===== src/rtl/sae_if.sv =====
// rtl/sae_if.sv - host-side request/result bundle for the sae cipher engine
interface sae_if;
  logic [1:0] mode;
  logic [7:0] data_input;
  logic [7:0] key_input;
  logic       inputs_valid;
  logic [7:0] data_output;
  logic       output_ready;
  logic       err_invalid_ptxt_char;
  logic       err_invalid_seckey;
  logic       err_invalid_ctxt_char;

  modport master (
    output mode, data_input, key_input, inputs_valid,
    input  data_output, output_ready,
    input  err_invalid_ptxt_char, err_invalid_seckey, err_invalid_ctxt_char
  );

  modport slave (
    input  mode, data_input, key_input, inputs_valid,
    output data_output, output_ready,
    output err_invalid_ptxt_char, err_invalid_seckey, err_invalid_ctxt_char
  );
endinterface


===== src/rtl/sae.sv =====
// rtl/sae.sv - one-byte modular cipher: keygen/encrypt/decrypt, registered result
// Optional SAE_INPUT_REG_EN adds an input register stage (latency 2, same throughput).
module sae #(
  parameter logic [7:0] N = 8'd227
) (
  input  logic  clk,
  input  logic  rst_n,
  sae_if.slave  bus
);

  localparam logic [1:0] MODE_IDLE   = 2'b00;
  localparam logic [1:0] MODE_KEYGEN = 2'b01;
  localparam logic [1:0] MODE_ENC    = 2'b10;
  localparam logic [1:0] MODE_DEC    = 2'b11;

  logic [1:0] mode_s;
  logic [7:0] data_s;
  logic [7:0] key_s;
  logic       valid_s;

`ifdef SAE_INPUT_REG_EN
  logic [1:0] mode_q;
  logic [7:0] data_q;
  logic [7:0] key_q;
  logic       valid_q;

  always_ff @(posedge clk) begin
    if (rst_n) begin
      mode_q  <= MODE_IDLE;
      data_q  <= 8'd0;
      key_q   <= 8'd0;
      valid_q <= 1'b0;
    end else begin
      mode_q  <= bus.mode;
      data_q  <= bus.data_input;
      key_q   <= bus.key_input;
      valid_q <= bus.inputs_valid;
    end
  end

  assign mode_s  = mode_q;
  assign data_s  = data_q;
  assign key_s   = key_q;
  assign valid_s = valid_q;
`else
  assign mode_s  = bus.mode;
  assign data_s  = bus.data_input;
  assign key_s   = bus.key_input;
  assign valid_s = bus.inputs_valid;
`endif

  logic       accept;
  logic       key_bad;
  logic       char_bad;
  logic [8:0] sum;
  logic [8:0] sum_mod;

  logic [7:0] dout_d, dout_q;
  logic       ready_d, ready_q;
  logic       err_p_d, err_p_q;
  logic       err_k_d, err_k_q;
  logic       err_c_d, err_c_q;

  assign accept   = valid_s && (mode_s != MODE_IDLE);
  assign key_bad  = (key_s == 8'd0) || (key_s >= N);
  assign char_bad = (data_s >= N);
  // Both operands are below N, so one conditional subtract closes the wrap.
  assign sum      = {1'b0, data_s} + {1'b0, key_s};
  assign sum_mod  = (sum >= {1'b0, N}) ? (sum - {1'b0, N}) : sum;

  always_comb begin
    dout_d  = dout_q;
    ready_d = accept;
    err_p_d = err_p_q;
    err_k_d = err_k_q;
    err_c_d = err_c_q;
    if (accept) begin
      err_k_d = key_bad;
      err_p_d = (mode_s == MODE_ENC) && char_bad;
      err_c_d = (mode_s == MODE_DEC) && char_bad;
      unique case (mode_s)
        MODE_KEYGEN: dout_d = key_bad ? 8'd0 : (N - key_s);
        MODE_ENC,
        MODE_DEC:    dout_d = (key_bad || char_bad) ? 8'd0 : sum_mod[7:0];
        default:     dout_d = 8'd0;
      endcase
    end
  end

  always_ff @(posedge clk) begin
    if (rst_n) begin
      dout_q  <= 8'd0;
      ready_q <= 1'b0;
      err_p_q <= 1'b0;
      err_k_q <= 1'b0;
      err_c_q <= 1'b0;
    end else begin
      dout_q  <= dout_d;
      ready_q <= ready_d;
      err_p_q <= err_p_d;
      err_k_q <= err_k_d;
      err_c_q <= err_c_d;
    end
  end

  assign bus.data_output           = dout_q;
  assign bus.output_ready          = ready_q;
  assign bus.err_invalid_ptxt_char = err_p_q;
  assign bus.err_invalid_seckey    = err_k_q;
  assign bus.err_invalid_ctxt_char = err_c_q;

endmodule


===== src/flat_wrapper.sv =====
// flat-port wrapper written by rule: the top's interface ports become plain ports
module sae_flat 
#(
  parameter logic [7:0] N = 8'd227
)
  (clk, rst_n, bus_mode, bus_data_input, bus_key_input, bus_inputs_valid, bus_data_output, bus_output_ready, bus_err_invalid_ptxt_char, bus_err_invalid_seckey, bus_err_invalid_ctxt_char);
  sae_if bus_i ();
  input  logic clk;
  input  logic rst_n;
  input wire logic [$bits(bus_i.mode)-1:0] bus_mode;
  input wire logic [$bits(bus_i.data_input)-1:0] bus_data_input;
  input wire logic [$bits(bus_i.key_input)-1:0] bus_key_input;
  input wire logic [$bits(bus_i.inputs_valid)-1:0] bus_inputs_valid;
  output wire logic [$bits(bus_i.data_output)-1:0] bus_data_output;
  output wire logic [$bits(bus_i.output_ready)-1:0] bus_output_ready;
  output wire logic [$bits(bus_i.err_invalid_ptxt_char)-1:0] bus_err_invalid_ptxt_char;
  output wire logic [$bits(bus_i.err_invalid_seckey)-1:0] bus_err_invalid_seckey;
  output wire logic [$bits(bus_i.err_invalid_ctxt_char)-1:0] bus_err_invalid_ctxt_char;
  assign bus_i.mode = bus_mode;
  assign bus_i.data_input = bus_data_input;
  assign bus_i.key_input = bus_key_input;
  assign bus_i.inputs_valid = bus_inputs_valid;
  assign bus_data_output = bus_i.data_output;
  assign bus_output_ready = bus_i.output_ready;
  assign bus_err_invalid_ptxt_char = bus_i.err_invalid_ptxt_char;
  assign bus_err_invalid_seckey = bus_i.err_invalid_seckey;
  assign bus_err_invalid_ctxt_char = bus_i.err_invalid_ctxt_char;
  sae #(.N(N)) u_core (.clk(clk), .rst_n(rst_n), .bus(bus_i));
endmodule

===== config.mk =====
export PLATFORM = sky130hd
export DESIGN_NAME = sae_flat
export DESIGN_NICKNAME = d
export VERILOG_FILES = /design/src/rtl/sae_if.sv /design/src/rtl/sae.sv /design/src/flat_wrapper.sv
export SDC_FILE = /design/constraint.sdc
export NUM_CORES = 1
export LEC_CHECK = 0
export ABC_CLOCK_PERIOD_IN_PS = 3000
export CAP_MARGIN = 10
export CORE_MARGIN = 2
export CORE_UTILIZATION = 48
export DETAILED_ROUTE_END_ITERATION = 12
export DONT_BUFFER_PORTS = 1
export GPL_TIMING_DRIVEN = 1
export SYNTH_ARGS = -nofsm -noshare
export SYNTH_HDL_FRONTEND = slang
export SYNTH_SLANG_ARGS = --single-unit

===== constraint.sdc =====
create_clock -name clk -period 3 [get_ports clk]
set_input_delay 0.75 -clock clk [delete_from_list [all_inputs] [get_ports clk]]
set_output_delay 0.75 -clock clk [all_outputs]
set_load 0.02 [all_outputs]

==> results.ini, run 1 <==
[power]
ir_drop_mv = 0.411
power_density_mw_per_mm2 = 403
p_total_w = 0.000581
p_leak_nw = 0.551

[yosys]
syn-num-nets = 210
synthTopCellsByArea = dfxtp_1, ha_1, nor2_1, a21oi_1, nand3_1
synthXorXnorAreaFrac = 0.0260
synth_mux_area_frac = 0.00743
yosys.area_share.simple = 0.320
post_synth_fa_ha_maj_area_fraction = 0.108
synth_compound_area_frac = 0.331
synth.avg_cell_area_um2 = 7.57
syn_inst = 178
synth_cell_types = 58
synth_ff_type = dfxtp_1
synth_edf_count = 0
synth_top_area_cell = dfxtp_1
async_flop_share = 0
yosys_warnings = 0
yosysSeqAreaShare = 0.178
synth.top_cell.area_share = 0.178
syn_area_mm2 = 0.00135
synth_top_family_by_area = compound AO/OA/AOI/OAI gates
ys_ff_latch = 12

[global_routing]
grt_util_met3 = 0.0567
overflow = 0
first_global_vias = 1336
grt_pass1_wl_um = 6060
use_met2 = 0.396
antenna_found_initial = 0
met1_usage = 0.307
grt_max_degree = 14
grt_usage = 0.230
busiest_layer = met2

[final_layout]
diodes = 0
utilization = 0.531
layout_common_cells = nor2_1, a21oi_1, dfxtp_1
final_nets = 216
drive_gt1_frac = 0.131
layout.area.seq_um2 = 240
area_growth_pct = 6.87
fin_cells = 214
final_common_cell = nor2_1
multi_input_area_mm2 = 0.00107
fillers = 286

[floorplanning]
io_pins = 33
die_area_mm2 = 0.00325
rows = 19
start_util = 0.497
die_w_um = 57.0
core_mm2 = 0.00271
die_h_um = 57.0

[setup_path]
worst_ep_required_time_ns = 3.18
critPathMaxStageDelay_ns = 0.56
critPathBufInv = 0
crit_family = adder cells
crit_path_end_kind = flip-flop
critical_path_class = input pin to flip-flop
cp_slowest_cell = fa_1
crit_arrival_ns = 2.89
path_cells = ha_1 -> fa_1 -> ha_1 -> nor2_1 -> o21ai_1 -> o21ai_1 -> or4b_1 -> a311oi_1
start_kind = input pin
crit_fanout = 4

[drt]
wire_per_inst_um = 17.0
drt_iter0_drc = 50
drt_pass1_iterations = 4
via_count = 1423
via_per_inst = 6.65
wl_um = 3640
drcViolationCount = 0
ant_nets = 0

[sta]
maxSlewViolCount = 0
fmax_ghz = 0.369
tns_ns = 0
tightest_slew_ns = 0.708
post-route-period-util = 0.904
report.final.setup_viol = 0
hold_viol_final = 0
skew_ns = 0
min_period_ns = 2.71
hold-worst-slack_ns = 0.540
rsz0062_at_grt = false
maxSlewHeadroom = 0.523

[worst_hold_path]
hp-class = input pin to flip-flop

[cts]
cts_resized = 0
cts_tree = yes
ctsRootBufferMaster = clkbuf_4
clockBufferDepth = 2
htree_levels = 1
post-cts-setup-buffer-count = 0
cts_buffers = 3
clk_pin_slew_ns = 0.08
insertion_delay_ns = 0.27
cts.sinks = 12
cts_hold_buf = 0

[placement]
place_congestion = 0.900
io_buffers = 0
dp_hpwl_um = 2930
place_inst = 210

[run]
maxCapViolCount = 0

[run_status]
outcome = complete, no violations

cells in the mapped netlist, drive strengths merged (4+ instances only):
library cell  instances
ha                   10
o21ai                12
nand3                10
a211oi                6
nor2b                 4
nor4                  4
dfxtp                12
nor2                 31
a21oi                21
nand2                 7
worst register-to-register path, stage by stage (launching register included):
cell      delay, ns
dfxtp_1        0.46
nor2_1         0.08
nor2_1         0.18
nand3b_1       0.09
or3_1          0.30
nand3_1        0.08
per-layer routing:
metal,routed length [µm],share of wire
met5,0,0
met2,1720,0.47
met1,1640,0.45
met3,273,0.075
met4,0,0
where the power goes:
part           total [W]  internal (W)  switching [W]
Sequential      0.000193      0.000171      0.0000219
Combinational   0.000260      0.000105       0.000155
Clock           0.000127     0.0000737      0.0000533
cell type report:
type / instances / share of cell area
Inverter: 3 / 0.00782
Timing Repair Buffer: 6 / 0.0313
Multi-Input combinational cell: 158 / 0.742
Sequential cell: 12 / 0.167
Tap cell: 31 / 0.0269
Clock buffer: 4 / 0.0252
worst paths after layout:
path	depth (start not counted)	slack [ns]	to	from
setup / recovery	8	0.29	u_core.bus.data_output[6]	bus_key_input[0]
setup reg to reg	5	1.77	u_core.bus.data_output[4]	u_core.bus.data_output[4]
hold reg to reg	2	0.55	u_core.bus.err_invalid_ctxt_char	u_core.bus.err_invalid_ctxt_char
hold / removal	1	0.54	u_core.bus.data_output[3]	rst_n
sequential cells by signal, summed over array words and instances, names as in the netlist:
name and cells:
u_core.bus.err_invalid_ctxt_char 1, u_core.bus.err_invalid_ptxt_char 1, u_core.bus.err_invalid_seckey 1, u_core.bus.output_ready 1
u_core.bus.data_output 8
stage by stage:
stage               area [µm²]  setup slack [ns]
global placement          1400            0.0705
detailed placement        1400            0.0276
CTS                       1440             0.309
global route              1440             0.160
finish                    1440             0.288
floorplan                 1350             0.259
kinds of logic after synthesis:
| logic type | after synthesis |
|---|---|
| AO/OA/AOI/OAI | 62 |
| XOR/XNOR | 4 |
| adder cells (fa/ha/maj) | 11 |
| buffers and inverters | 8 |
| flip-flops | 12 |
| multiplexers | 1 |
| AND/OR/NAND/NOR | 80 |
Power figures use the tool's default switching activity.
==> inputs of run 2 (changes only) <==
--- a/config.mk
+++ b/config.mk
@@ -5,13 +5,15 @@
 export SDC_FILE = /design/constraint.sdc
 export NUM_CORES = 1
 export LEC_CHECK = 0
-export ABC_CLOCK_PERIOD_IN_PS = 3000
+export ABC_CLOCK_PERIOD_IN_PS = 2470
 export CAP_MARGIN = 10
 export CORE_MARGIN = 2
 export CORE_UTILIZATION = 48
+export CTS_CLUSTER_SIZE = 20
 export DETAILED_ROUTE_END_ITERATION = 12
 export DONT_BUFFER_PORTS = 1
 export GPL_TIMING_DRIVEN = 1
+export PLACE_DENSITY = 0.65
 export SYNTH_ARGS = -nofsm -noshare
 export SYNTH_HDL_FRONTEND = slang
 export SYNTH_SLANG_ARGS = --single-unit
==> constraint.sdc (replaced) <==
create_clock -name clk -period 2.47 [get_ports clk]
set_input_delay 0.6175 -clock clk [delete_from_list [all_inputs] [get_ports clk]]
set_output_delay 0.6175 -clock clk [all_outputs]
set_load 0.02 [all_outputs]
==> run 2 against run 1 <==
Clock skew is the same. Setup slack worse by 0.13 ns. Utilization is 9.0 points higher. Power is 37% higher. Largest power group unchanged. Global-route usage up 2.3 points.
==> results.ini, run 2 (synthesis gave the netlist of run 1 again) <==
[cts]
htree_levels = 1  ; unchanged
post-cts-setup-buffer-count = 0  ; unchanged
cts_resized = 0  ; unchanged
ctsRootBufferMaster = clkbuf_4  ; unchanged
clk_pin_slew_ns = 0.07  ; was 0.08 ns
cts_hold_buf = 0  ; unchanged
cts.sinks = 12  ; unchanged
cts_buffers = 3  ; unchanged
insertion_delay_ns = 0.27  ; about the same
clockBufferDepth = 2  ; unchanged
cts_tree = yes  ; unchanged

[placement]
io_buffers = 0  ; unchanged
post-place-ws_ns = -0.194  ; was 0.0276 ns
dp_hpwl_um = 3220  ; was 2930 µm
place_congestion = 0.952  ; was 0.900
place_inst = 232  ; was 210

[drt]
via_count = 1516  ; was 1,423
drt_pass1_iterations = 4  ; unchanged
wire_per_inst_um = 16.6  ; was 17.0 µm
ant_nets = 0  ; unchanged
via_per_inst = 6.42  ; was 6.65
wl_um = 3910  ; was 3640 µm
drcViolationCount = 0  ; unchanged
drt_iter0_drc = 66  ; was 50

[global_routing]
use_met2 = 0.437  ; was 0.396
grt_max_degree = 14  ; unchanged
busiest_layer = met2  ; unchanged
met1_usage = 0.328  ; was 0.307
overflow = 0  ; unchanged
grt_usage = 0.252  ; was 0.230
antenna_found_initial = 0  ; unchanged
grt_util_met3 = 0.0454  ; was 0.0567
first_global_vias = 1455  ; was 1,336
grt_pass1_wl_um = 6580  ; was 6060 µm

[sta]
post-route-period-util = 0.936
tightest_slew_ns = 0.669  ; was 0.708 ns
skew_ns = 0  ; unchanged
setup_ws_ns = 0.157  ; was 0.288 ns
rsz0062_at_grt = false  ; unchanged
maxSlewViolCount = 0  ; unchanged
hold_viol_final = 0  ; unchanged
hold-worst-slack_ns = 0.405  ; was 0.540 ns
fmax_ghz = 0.432
maxSlewHeadroom = 0.550  ; was 0.523
min_period_ns = 2.31
report.final.setup_viol = 0  ; unchanged
tns_ns = 0  ; unchanged

[setup_path]
critical_path_class = input pin to flip-flop  ; unchanged
r2r_slack_ns = 1.24  ; was 1.77 ns
regToRegEndpoint = u_core.bus.data_output[4]  ; unchanged
crit_path_start = bus_key_input[5]  ; was bus_key_input[0]
r2r_cells = 5  ; unchanged
crit_fanout = 6  ; was 4
crit_path_end = u_core.bus.data_output[7]  ; was u_core.bus.data_output[6]
start_kind = input pin  ; unchanged
crit_path_end_kind = flip-flop  ; unchanged
worst_ep_required_time_ns = 2.65  ; was 3.18 ns
timing.rr.start = u_core.bus.data_output[4]  ; unchanged
crit_arrival_ns = 2.50  ; was 2.89 ns

[floorplanning]
rows = 19  ; unchanged
core_mm2 = 0.00271  ; unchanged
die_area_mm2 = 0.00325  ; unchanged
io_pins = 33  ; unchanged
die_h_um = 57.0  ; unchanged
start_util = 0.497  ; unchanged
die_w_um = 57.0  ; unchanged

[power]
power_density_mw_per_mm2 = 470  ; was 403 mW/mm²
ir_drop_mv = 0.472  ; was 0.411 mV
p_leak_nw = 0.661  ; was 0.551 nW

[final_layout]
drive_gt1_frac = 0.259  ; was 0.131
utilization = 0.622  ; was 0.531
final_common_cell = nor2_1  ; unchanged
diodes = 0  ; unchanged
final_nets = 238  ; was 216
area_growth_pct = 25.1  ; was 6.87%
layout_common_cells = nor2_1, buf_4, a21oi_1  ; was nor2_1, a21oi_1, dfxtp_1
fin_cells = 236  ; was 214
largest_register_ffs = 8  ; unchanged

[worst_hold_path]
hp-class = input pin to flip-flop  ; unchanged

[run]
maxCapViolCount = 0  ; unchanged

[run_status]
outcome = complete, no violations  ; unchanged

## run 2: changes by cell type in the layout (fill, tap and decap cells not counted), sizes merged
cell and change:
buf +22
## run 2: critical path: stages
cell	delay, ns
ha_1	0.36
nand3_1	0.14
buf_4	0.16
nor2_2	0.19
o21ai_4	0.10
a21o_1	0.17
buf_4	0.15
nor4b_2	0.26
o21ai_1	0.11
a211oi_1	0.23
## run 2: area by class of cell
type	instances	area [µm²]
Sequential cell	12	240
Clock buffer	4	36.3
Inverter	3	11.3
Multi-Input combinational cell	158	1150
Timing Repair Buffer	28	210
Fill cell	263	1020
Tap cell	31	38.8
## run 2: per-stage QoR
stage	instance area [µm²]	power, W
finish	1690	0.000793
global route	1690	0.000847
CTS	1660	0.000781
detailed placement	1630	0.000628
global placement	1630	0.000617
floorplan	1400	0.000509
## run 2: how the worst min path moves through the flow
stage | from | endpoint | slack [ns] | depth (start not counted)
6_report | rst_n | u_core.bus.err_invalid_ptxt_char | 0.40 | 1
5_1_grt | rst_n | u_core.bus.err_invalid_ptxt_char | 0.39 | 1
4_1_cts | rst_n | u_core.bus.err_invalid_ctxt_char | 0.40 | 1
3_5_place_dp | u_core.bus.err_invalid_ctxt_char | u_core.bus.err_invalid_ctxt_char | 0.55 | 2
3_3_place_gp | u_core.bus.err_invalid_ctxt_char | u_core.bus.err_invalid_ctxt_char | 0.54 | 2
2_1_floorplan | u_core.bus.err_invalid_ctxt_char | u_core.bus.err_invalid_ctxt_char | 0.53 | 2
## run 2: report_power, final
group | total, W | switching, W | internal (W) | leakage, nW
clock network | 0.000153 | 0.0000634 | 0.0000896 | 0.0210
logic | 0.000405 | 0.000211 | 0.000194 | 0.541
registers | 0.000235 | 0.0000264 | 0.000208 | 0.0988
total | 0.000793 | 0.000301 | 0.000492 | 0.661
## run 2: metal layers
layer | up-vias | wire, µm
met4 | 0 | 24
met5 | - | 0
li1 | 744 | -
met1 | 715 | 1670
met2 | 52 | 2030
met3 | 5 | 181
==> inputs of run 3 (changes only) <==
--- a/config.mk
+++ b/config.mk
@@ -5,6 +5,7 @@
 export SDC_FILE = /design/constraint.sdc
 export NUM_CORES = 1
 export LEC_CHECK = 0
+export ABC_AREA = 1
 export ABC_CLOCK_PERIOD_IN_PS = 2470
 export CAP_MARGIN = 10
 export CORE_MARGIN = 2
==> run 3 against run 2 <==
Setup slack gained 0.12 ns. Sequential power barely moved. Largest power group unchanged. Critical path depth up 1. Highest routed layer unchanged.
==> results.ini, run 3 <==
[run_status]
outcome = complete, no violations  ; unchanged

[setup_path]
crit_fanout = 9  ; was 6
crit_path_end_kind = flip-flop  ; unchanged
crit_arrival_ns = 2.35  ; was 2.50 ns
worst_ep_required_time_ns = 2.63  ; was 2.65 ns
critical_path_class = input pin to flip-flop  ; unchanged
start_kind = input pin  ; unchanged

[global_routing]
antenna_found_initial = 0  ; unchanged
grt_usage = 0.206  ; was 0.252
first_global_vias = 1332  ; was 1,455
overflow = 0  ; unchanged
grt_pass1_wl_um = 5380  ; was 6580 µm
grt_max_degree = 15  ; was 14

[sta]
rsz0062_at_grt = false  ; unchanged
post-route-period-util = 0.887  ; was 0.936
tightest_slew_ns = 0.405  ; was 0.669 ns
fmax_ghz = 0.456  ; was 0.432 GHz
maxSlewViolCount = 0  ; unchanged
tns_ns = 0  ; unchanged
hold_viol_final = 0  ; unchanged
setup_ws_ns = 0.279  ; was 0.157 ns
skew_ns = 0  ; unchanged
maxSlewHeadroom = 0.729  ; was 0.550
min_period_ns = 2.19  ; was 2.31 ns
report.final.setup_viol = 0  ; unchanged

[power]
pwr-share-seq = 0.359  ; was 0.296
pwr-share-comb = 0.466  ; was 0.511
power_density_mw_per_mm2 = 452  ; was 470 mW/mm²
p_int_w = 0.000380  ; was 0.000492 W
p_leak_nw = 0.748  ; was 0.661 nW
ir_drop_mv = 0.550  ; was 0.472 mV
switching_share = 0.411  ; was 0.380
clockPowerShare = 0.175  ; was 0.193
p_sw_w = 0.000265  ; was 0.000301 W

[drt]
ant_nets = 0  ; unchanged
via_count = 1339  ; was 1,516
drt_iter0_drc = 38  ; was 66
drcViolationCount = 0  ; unchanged
wl_um = 3080  ; was 3910 µm
drt_pass1_iterations = 4  ; unchanged
via_per_inst = 5.33  ; was 6.42
wire_per_inst_um = 12.3  ; was 16.6 µm

[yosys]
syn-num-nets = 246  ; was 210
syn_inst = 214  ; was 178
async_flop_share = 0  ; unchanged
yosysSeqAreaShare = 0.179  ; was 0.178
synthTopCellsByArea = dfxtp_1, nand2_1, inv_1, ha_1, nand3_1  ; was dfxtp_1, ha_1, nor2_1, a21oi_1, nand3_1
yosys.cell_count.top_type = nand2_1  ; was nor2_1
synth.top_cell.area_share = 0.179  ; was 0.178
synth_ff_type = dfxtp_1  ; unchanged
yosys_warnings = 0  ; unchanged
synthTopCellsByCount = nand2_1, inv_1, nand3_1  ; was nor2_1, a21oi_1, dfxtp_1
synth_top_area_cell = dfxtp_1  ; unchanged
ys_ff_latch = 12  ; unchanged
synth_cell_types = 31  ; was 58
synth.avg_cell_area_um2 = 6.26  ; was 7.57 µm²
syn_area_mm2 = 0.00134  ; was 0.00135 mm²
synth_edf_count = 0  ; unchanged

[placement]
placed_cell_area_mm2 = 0.00140  ; was 0.00163 mm²
dp_hpwl_um = 2640  ; was 3220 µm
io_buffers = 0  ; unchanged
post-place-ws_ns = 0.00599  ; was -0.194 ns
place_congestion = 0.886  ; was 0.952
place_inst = 248  ; was 232

[cts]
cts_tree = yes  ; unchanged
cts_hold_buf = 0  ; unchanged
cts_buffers = 3  ; unchanged
htree_levels = 1  ; unchanged
clk_pin_slew_ns = 0.06  ; was 0.07 ns
cts_resized = 0  ; unchanged
cts.sinks = 12  ; unchanged
clockBufferDepth = 2  ; unchanged
post-cts-setup-buffer-count = 0  ; unchanged
ctsRootBufferMaster = clkbuf_4  ; unchanged
insertion_delay_ns = 0.26  ; was 0.27 ns

[final_layout]
final_nets = 254  ; was 238
final_common_cell = nand2_1  ; was nor2_1
drive_gt1_frac = 0.141  ; was 0.259
layout_common_cells = nand2_1, inv_1, nand3_1  ; was nor2_1, buf_4, a21oi_1
largest_register_ffs = 8  ; unchanged
fin_cells = 251  ; was 236
stdcell_area_mm2 = 0.00143  ; was 0.00169 mm²
diodes = 0  ; unchanged
area_growth_pct = 6.45  ; was 25.1%

[floorplanning]
die_h_um = 56.8  ; was 57.0 µm
io_pins = 33  ; unchanged
die_area_mm2 = 0.00323  ; was 0.00325 mm²
rows = 19  ; unchanged
core_mm2 = 0.00271  ; unchanged
start_util = 0.494  ; was 0.497
die_w_um = 56.8  ; was 57.0 µm

[worst_hold_path]
hp-class = input pin to flip-flop  ; unchanged

[run]
maxCapViolCount = 0  ; unchanged

[run 3: changes by cell type after synthesis, moves of 5 or more]
cell / before / now
nor2_1: 30 / 7
o21ai_0: 8 / 16
nand2_1: 7 / 56
a21oi_1: 19 / 13
inv_1: 3 / 36
nand2_2: 0 / 5
nand3_1: 9 / 21
[run 3: kinds of logic (layout without fill, tap and decap cells)]
group           Yosys count  count (layout)  synth area share
compound gates           37              37             0.164
simple gates            109             109             0.401
xor+xnor                  5               5            0.0327
buf+inv                  40              46             0.115
fa+ha+maj                11              11             0.108
flops                    12              12             0.179
[run 3: final timing paths]
path | cells after the start | from | endpoint | slack (ns)
worst max-delay path | 11 | bus_key_input[0] | u_core.bus.data_output[2] | 0.28
worst min-delay path | 1 | rst_n | u_core.bus.err_invalid_ptxt_char | 0.41
worst max register to register | 3 | u_core.bus.err_invalid_seckey | u_core.bus.err_invalid_seckey | 1.54
worst min register to register | 2 | u_core.bus.err_invalid_ptxt_char | u_core.bus.err_invalid_ptxt_char | 0.56
[run 3: worst max-delay path: stages]
cell	delay (ns)
ha_1	0.21
fa_1	0.44
or2_1	0.25
nand2_1	0.10
inv_2	0.08
nand4_2	0.11
nand3_2	0.11
nand3_4	0.15
o21ai_0	0.11
nand3_1	0.11
a21oi_2	0.05
[run 3: power groups by stage]
stage | clock, W | combinational, W | sequential (W)
floorplan | 0 | 0.000242 | 0.000234
global placement | 0 | 0.000294 | 0.000236
detailed placement | 0 | 0.000300 | 0.000236
CTS | 0.000115 | 0.000302 | 0.000232
global route | 0.000129 | 0.000344 | 0.000233
finish | 0.000113 | 0.000301 | 0.000232
[run 3: area by class of cell]
| cell class | instances | area (µm²) |
|---|---|---|
| Fill cell | 291 | 1280 |
| Inverter | 39 | 149 |
| Clock buffer | 3 | 22.5 |
| Timing Repair Buffer | 4 | 30.0 |
| Tap cell | 31 | 38.8 |
| Multi-Input combinational cell | 162 | 945 |
| Sequential cell | 12 | 240 |
[run 3: per-layer routing]
| layer | track usage | part of all wire | vias to the layer above |
|---|---|---|---|
| met1 | 0.238 | 0.44 | 579 |
| met5 | 0 | 0 | - |
| li1 | - | - | 707 |
| met3 | 0.0645 | 0.054 | 8 |
| met4 | 0.0565 | 0.023 | 0 |
| met2 | 0.364 | 0.48 | 45 |
[run 3: per-stage QoR]
stage	power (W)	util	hold WS [ns]
6_report	0.000645	0.526	0.411
3_3_place_gp	0.000530	0.518	0.549
4_1_cts	0.000649	0.526	0.407
2_1_floorplan	0.000477	-	0.534
5_1_grt	0.000707	0.526	0.393
3_5_place_dp	0.000536	0.518	0.555
